--- src/rtl/sram_host_ctrl.sv ---
// Host-side controller for the single-port RW port of the sram macro: drives csb/web/wmask
// combinationally on accept, captures dout one cycle later and queues in-order responses.
module sram_host_ctrl #(
  parameter int ADDR_WIDTH = 10,
  parameter int DATA_WIDTH = 32,
  parameter int NUM_WMASKS = 4
) (
  input  logic                  clk_i,
  input  logic                  rst_ni,
  input  logic                  req_valid_i,
  output logic                  req_ready_o,
  input  logic                  req_we_i,
  input  logic [31:0]           req_addr_i,
  input  logic [NUM_WMASKS-1:0] req_be_i,
  input  logic [DATA_WIDTH-1:0] req_wdata_i,
  output logic                  rsp_valid_o,
  input  logic                  rsp_ready_i,
  output logic [DATA_WIDTH-1:0] rsp_rdata_o,
  output logic                  rsp_we_o,
  output logic                  rsp_err_o,
  output logic                  sram_csb_o,
  output logic                  sram_web_o,
  output logic [NUM_WMASKS-1:0] sram_wmask_o,
  output logic [ADDR_WIDTH-1:0] sram_addr_o,
  output logic [DATA_WIDTH-1:0] sram_din_o,
  input  logic [DATA_WIDTH-1:0] sram_dout_i
);

  localparam int DEPTH = 3;

  typedef struct packed {
    logic [DATA_WIDTH-1:0] rdata;
    logic                  we;
    logic                  err;
  } rsp_t;

  // Handshake: a transfer happens on a rising edge where valid && ready; valid must
  // not depend on ready, and the payload is held stable while valid is high.
  logic       req_err;
  logic       accept;
  logic       push;
  logic       pop;
  logic       pend_q, pend_we_q, pend_err_q;
  logic [1:0] count_q, wr_ptr_q, rd_ptr_q;
  rsp_t       fifo_q [DEPTH];
  rsp_t       push_entry;
  rsp_t       head;

  function automatic logic [1:0] ptr_inc(input logic [1:0] p);
    return (p == 2'd2) ? 2'd0 : p + 2'd1;
  endfunction

  always_comb begin
    req_err = (req_addr_i[1:0] != 2'b00) || (req_addr_i[31:ADDR_WIDTH+2] != '0);
  end

  // The slot for a request is reserved at accept (pend), so pushes never overflow and
  // ready depends only on registered state, never on rsp_ready_i.
  assign req_ready_o = rst_ni && (({1'b0, count_q} + {2'b00, pend_q}) < 3'd3);
  assign accept      = req_valid_i && req_ready_o;

  assign sram_csb_o   = !(accept && !req_err);
  assign sram_web_o   = !req_we_i;
  assign sram_wmask_o = req_we_i ? req_be_i : '0;
  assign sram_addr_o  = req_addr_i[ADDR_WIDTH+1:2];
  assign sram_din_o   = req_wdata_i;

  assign push = pend_q;
  assign pop  = rsp_valid_o && rsp_ready_i;

  always_comb begin
    push_entry.rdata = (pend_we_q || pend_err_q) ? '0 : sram_dout_i;
    push_entry.we    = pend_we_q;
    push_entry.err   = pend_err_q;
  end

  always_ff @(posedge clk_i or negedge rst_ni) begin
    if (!rst_ni) begin
      pend_q     <= 1'b0;
      pend_we_q  <= 1'b0;
      pend_err_q <= 1'b0;
    end else begin
      pend_q <= accept;
      if (accept) begin
        pend_we_q  <= req_we_i;
        pend_err_q <= req_err;
      end
    end
  end

  always_ff @(posedge clk_i or negedge rst_ni) begin
    if (!rst_ni) begin
      wr_ptr_q <= 2'd0;
      rd_ptr_q <= 2'd0;
      count_q  <= 2'd0;
      for (int i = 0; i < DEPTH; i++) fifo_q[i] <= '0;
    end else begin
      if (push) begin
        fifo_q[wr_ptr_q] <= push_entry;
        wr_ptr_q         <= ptr_inc(wr_ptr_q);
      end
      if (pop) rd_ptr_q <= ptr_inc(rd_ptr_q);
      case ({push, pop})
        2'b10:   count_q <= count_q + 2'd1;
        2'b01:   count_q <= count_q - 2'd1;
        default: count_q <= count_q;
      endcase
    end
  end

  // Head fields are masked while empty so idle outputs read as zero.
  assign head        = fifo_q[rd_ptr_q];
  assign rsp_valid_o = (count_q != 2'd0);
  assign rsp_rdata_o = rsp_valid_o ? head.rdata : '0;
  assign rsp_we_o    = rsp_valid_o && head.we;
  assign rsp_err_o   = rsp_valid_o && head.err;

endmodule

--- config.mk ---
export PLATFORM = sky130hd
export DESIGN_NAME = sram_host_ctrl
export DESIGN_NICKNAME = d
export VERILOG_FILES = /design/src/rtl/sram_host_ctrl.sv
export SDC_FILE = /design/constraint.sdc
export NUM_CORES = 1
export LEC_CHECK = 0
export CAP_MARGIN = 20
export CORE_UTILIZATION = 49
export CTS_CLUSTER_SIZE = 25
export DETAILED_ROUTE_END_ITERATION = 16
export PLACE_DENSITY = 0.95
export SYNTH_ARGS = -nofsm -noshare
export SYNTH_HDL_FRONTEND = slang
export SYNTH_SLANG_ARGS = --single-unit
--- constraint.sdc ---
create_clock -name clk_i -period 4.3 [get_ports clk_i]
set_clock_uncertainty 0.2 [all_clocks]
set_input_delay 0.645 -clock clk_i [delete_from_list [all_inputs] [get_ports clk_i]]
set_output_delay 0.645 -clock clk_i [all_outputs]
set_load 0.02 [all_outputs]
## After elaboration in Yosys (flattened, before gate mapping)

Index checks and enable logic that the tools add are counted.

- Add/subtract/negate cells: 5
- $lt $le $gt $ge: 4
- Equal/unequal tests: 4
- Mux-type cells: 12
- Bitwise gates (word level): 2
- Reductions and logical operators: 16

Operators by type and width:

| operator | number |
|---|---|
| bitwise mux 102 bit | 1 |
| 2-to-1 mux 34 bit | 3 |
| binary-select mux 34 bit (select 2 bit) | 1 |
| demux 34 bit (select 2 bit) | 1 |
| 2-to-1 mux 32 bit | 2 |
| nonzero test 20 bit | 1 |
| logical AND 1 bit | 7 |
| adder 2 x 1 -> 2 bit (second input constant) | 3 |
| == test 2 bit (second input constant) | 3 |
| >= comparator 3 bit (second input constant) | 2 |
| NOT 2 -> 3 bit | 2 |
| nonzero test 2 bit | 3 |
| 2-to-1 mux 2 bit | 2 |
| 2-to-1 mux 4 bit | 1 |
| one-hot mux 2 bit (2 select lines) | 1 |
| adder 2 x 1 -> 3 bit | 1 |
| zero test 1 bit | 3 |
| < comparator 3 x 1 -> 1 bit (second input constant) | 1 |
| < comparator 3 x 2 -> 1 bit (second input constant) | 1 |
| == test 2 x 1 -> 1 bit (second input constant) | 1 |
| logical OR 1 bit | 2 |
| subtractor 2 x 1 -> 2 bit (second input constant) | 1 |

- Register bits: 111
- Input bits: 105
- Output and inout bits: 84
- Logic and storage cells: 58

## Logic depth before layout (Yosys ltp)

- Depth after elaboration: 6
- Gate-level depth with buffers: 6
- Mapped depth without buffers: 6

## Least setup slack after synthesis

OpenSTA, ideal clock, no wires.

- Kind: reg-to-output
- From: register pend_q
- To: output sram_csb_o
- Arrival time: 1.423 ns
- Required time: 3.455 ns
- Setup slack: 2.032 ns
- Cell stages (with the launch flop): 6
- Buffers on the path: 0
- Cell sequence: dfrtp_1 -> ha_1 -> ha_1 -> nand2_1 -> and4_1 -> nand4_1

- Longest elaborated chain between the ends: 6

RTL lines:

| item | line | RTL |
|---|---|---|
| from (decl) | 43 | `logic pend_q, pend_we_q, pend_err_q;` |
| from (signal assigned) | 83 | `pend_q <= accept;` |
| adder 2 x 1 -> 3 bit | 59 | `assign req_ready_o = rst_ni && (({1'b0, count_q} + {2'b00, pend_q}) < 3'd3);` |
| < comparator 3 x 2 -> 1 bit | 59 |  |
| logical AND 1 bit | 59 |  |
| logical AND 1 bit | 60 | `assign accept = req_valid_i && req_ready_o;` |
| net accept | 40 | `logic accept;` |
| logical AND 1 bit | 62 | `assign sram_csb_o = !(accept && !req_err);` |
| zero test 1 bit | 62 |  |
| to (decl) | 21 | `output logic sram_csb_o,` |

The timed path passes the listed nets, and every way through them passes these cells.

## Worst setup path in the final report

- From: register rd_ptr_q[1]
- To: output rsp_rdata_o[10]

- Longest elaborated chain between the ends: 5

RTL lines:

| item | line | RTL |
|---|---|---|
| from (decl) | 44 | `logic [1:0] count_q, wr_ptr_q, rd_ptr_q;` |
| from (signal assigned) | 102 | `if (pop) rd_ptr_q <= ptr_inc(rd_ptr_q);` |
| NOT 2 -> 3 bit (implied by the code) | 112 | `assign head = fifo_q[rd_ptr_q];` |
| binary-select mux 34 bit (select 2 bit) | 112 |  |
| 2-to-1 mux 34 bit (implied by the code) (2 in series) | 112 |  |
| 2-to-1 mux 32 bit | 114 | `assign rsp_rdata_o = rsp_valid_o ? head.rdata : '0;` |
| to (decl) | 18 | `output logic [DATA_WIDTH-1:0] rsp_rdata_o,` |

No other way between the ends. The select of a mux whose other input is x is not followed.

==> out/qor.txt <==
Status: finished, final reports clean
Sink Count: 111
Placer congestion estimate: 0.713
Clock latency on the worst-skew pair: 0.37 ns
Synth Area in Compound Gates: 12.6%
Drt wl/cell: 15.0 um
Layout Cells excl Fill: 787
Period utilisation layout: 80.7%
Filler instances: 908
Residual DRC: 0
TNS Setup: 0 ns
CP Data Arrival Time: 2.62 ns
Synth unique cells: 31
Pwr/cell area: 565 mW/mm2
Reg area: 0.00278 mm2
Top cell type by total area after synthesis: dfrtp_1
Peak VDD IR: 0.332 mV
Post-synthesis mux area share: 7.97%
Post-synthesis simple-gate area fraction: 17.4%
Clock Path Buffers: 2
Setup Slack @ Placement: 1.12 ns
P&R area growth vs syn: 17.0%
Inserted Diodes: 0
YS warnings: 0
Postcts setup bufs: 0
Initial Utilization: 50.5%
CP required: 3.45 ns
CP startpoint: rd_ptr_q[1]
First-pass GRT wire length: 19200 um
First-pass DRT Iterations: 5
Clock transition at path regs: 0.10 ns
Die Area: 0.0116 mm2
WS Path Type: reg -> out
CTS tree: built
Worst Hold Margin: 0.0127 ns
Drt initial violations: 217
Max FO, Critical Path: 36
Post-route ant nets: 0
Net count, final: 750
Layout cells sized above 1: 10.5%
Unrepaired setup endpoints after global routing: false
Post-Syn Area: 0.00550 mm2
Post-synthesis cell count: 600
Post-DP Area: 0.00626 mm2
Vias in the first global route: 4270
Fin. Hold Viols: 0
Port bufs: 104
Number of register bits inferred by synthesis: 111
Maximum number of pins on one net before global-route repair: 77
IO Pins: 189
Worst R2R Path Depth: 4
Reg2reg start: wr_ptr_q[0]
Min Clock Period, post-route: 3.47 ns
Largest family of logic cells by synthesized area: simple AND/OR/NAND/NOR gates
Actual slew at the worst max-slew pin: 0.942 ns
Placed cell count: 771
Routed via count: 4177
Synth Net Count: 708
Design area: 0.00643 mm2
Share of the synthesized area in the top cell type: 50.5%
Max-Cap Viols: 0
Rows: 38
Die Ht: 108 um
Final HPWL DP: 7840 um
Synth Area in Adders: 0.683%
Pwr Total: 3.63 mW
Core box area: 0.0109 mm2
Area occupied by multi-input gates: 0.00218 mm2
Avg Cell Area, Syn: 9.16 um2
Startpoint Class: register
Asr flop ratio synth: 100%
Total grt overflow: 0
Clock root cell: clkbuf_8
CTS buffer count: 9
Pleak: 2.66 nW
Synth Area in XOR/XNOR: 0.478%
Vias per inst: 5.31
Slew HR: 37.2%
Final core utilization: 59.0%
Post-synthesis sequential area ratio: 50.5%
H-tree depth: 3
Total wire length: 11800 um
Setup WS post-layout: 0.832 ns
Max Clock Freq: 0.288 GHz
Top post-synthesis cells by area: dfrtp_1, nand2_1, o21ai_0, mux2i_1, buf_4
Hold_buf cts: 0
Final setup vio count: 0
GR Util All Layers: 21.1%
Hold Path Class: in -> async
Max Slew Vio Count: 0
Initial antenna violation count: 0
CTS resizes: 0
Top_reg_cell synth: dfrtp_1
Setup crit end kind: output port
Post-synth EDFFs: 0
Width of the die: 108 um
==> where the power goes <==
group / total [mW] / switching, mW / internal (mW)
Combinational: 1.50 / 0.841 / 0.662
Clock: 0.550 / 0.339 / 0.212
Sequential: 1.58 / 0.206 / 1.38
Total: 3.63 / 1.39 / 2.25
==> path summary, 6_finish.rpt <==
kind | slack, ns | endpoint
hold reg to reg | 0.29 | fifo_q[27]
max in group asynchronous | 2.53 | rd_ptr_q[1]
hold / removal | 0.01 | pend_we_q
min in group clk_i | 0.29 | fifo_q[27]
setup reg to reg | 2.18 | fifo_q[8]
setup / recovery | 0.83 | rsp_rdata_o[10]
==> synthesized netlist by cell type, drive strengths merged, types with 2 or more instances <==
| master | number |
|---|---|
| nor2 | 5 |
| and4 | 2 |
| nand2 | 162 |
| mux2 | 8 |
| clkbuf | 18 |
| a21oi | 33 |
| o21ai | 99 |
| nor4 | 5 |
| a41oi | 2 |
| buf | 62 |
| nand3b | 2 |
| ha | 3 |
| and2 | 4 |
| or2 | 33 |
| inv | 7 |
| mux2i | 34 |
| dfrtp | 111 |
| xnor2 | 2 |
==> flip-flops by register name, summed over array words and instances (netlist names) <==
register and count:
pend_q 1, wr_ptr_q 2, pend_err_q 1, fifo_q 102, count_q 2, rd_ptr_q 2, pend_we_q 1
==> layout by cell type, fill, tap and decap left out, types with 4 or more instances in the layout <==
cell | netlist | routed
and2_1 | 4 | 4
clkdlybuf4s50_1 | 0 | 103
or2_2 | 33 | 33
o21ai_0 | 99 | 99
buf_4 | 43 | 6
dfrtp_1 | 111 | 110
mux2_2 | 6 | 6
nand2_1 | 162 | 162
inv_1 | 7 | 7
mux2i_1 | 34 | 34
a21oi_1 | 33 | 33
nor4_1 | 5 | 5
clkbuf_8 | 3 | 9
==> cells by family (layout without fill, tap and decap cells) <==
group                    after synthesis  count (layout)
adder cells (fa/ha/maj)                3               3
multiplexers                          42              42
XOR/XNOR                               3               3
AND/OR/NAND/NOR                      218             218
buffers and inverters                 87             134
AO/OA/AOI/OAI                        136             136
flip-flops                           111             111
==> critical path: stages, from the launching register on <==
cell             delay [ns]
dfrtp_2                0.40
buf_4                  0.54
mux2i_1                0.16
or2_2                  0.30
a21oi_1                0.21
clkdlybuf4s50_1        0.65
==> layout make-up <==
type / instances / share of cell area [%]
clock inverter: 5 / 0.526
timing repair buffer: 111 / 17.2
sequential: 111 / 43.2
clock buffer: 11 / 2.04
inverter: 7 / 0.409
multi-input combinational: 402 / 33.9
tap: 140 / 2.73
==> metal layers <==
metal,track usage (%),routed length [um],up-vias
met4,9.00,184,0
met2,37.3,6030,141
li1,-,-,2016
met1,25.0,5020,2003
met3,4.06,577,17
met5,0,0,-
Note: power is estimated with default switching activity, not from simulation.
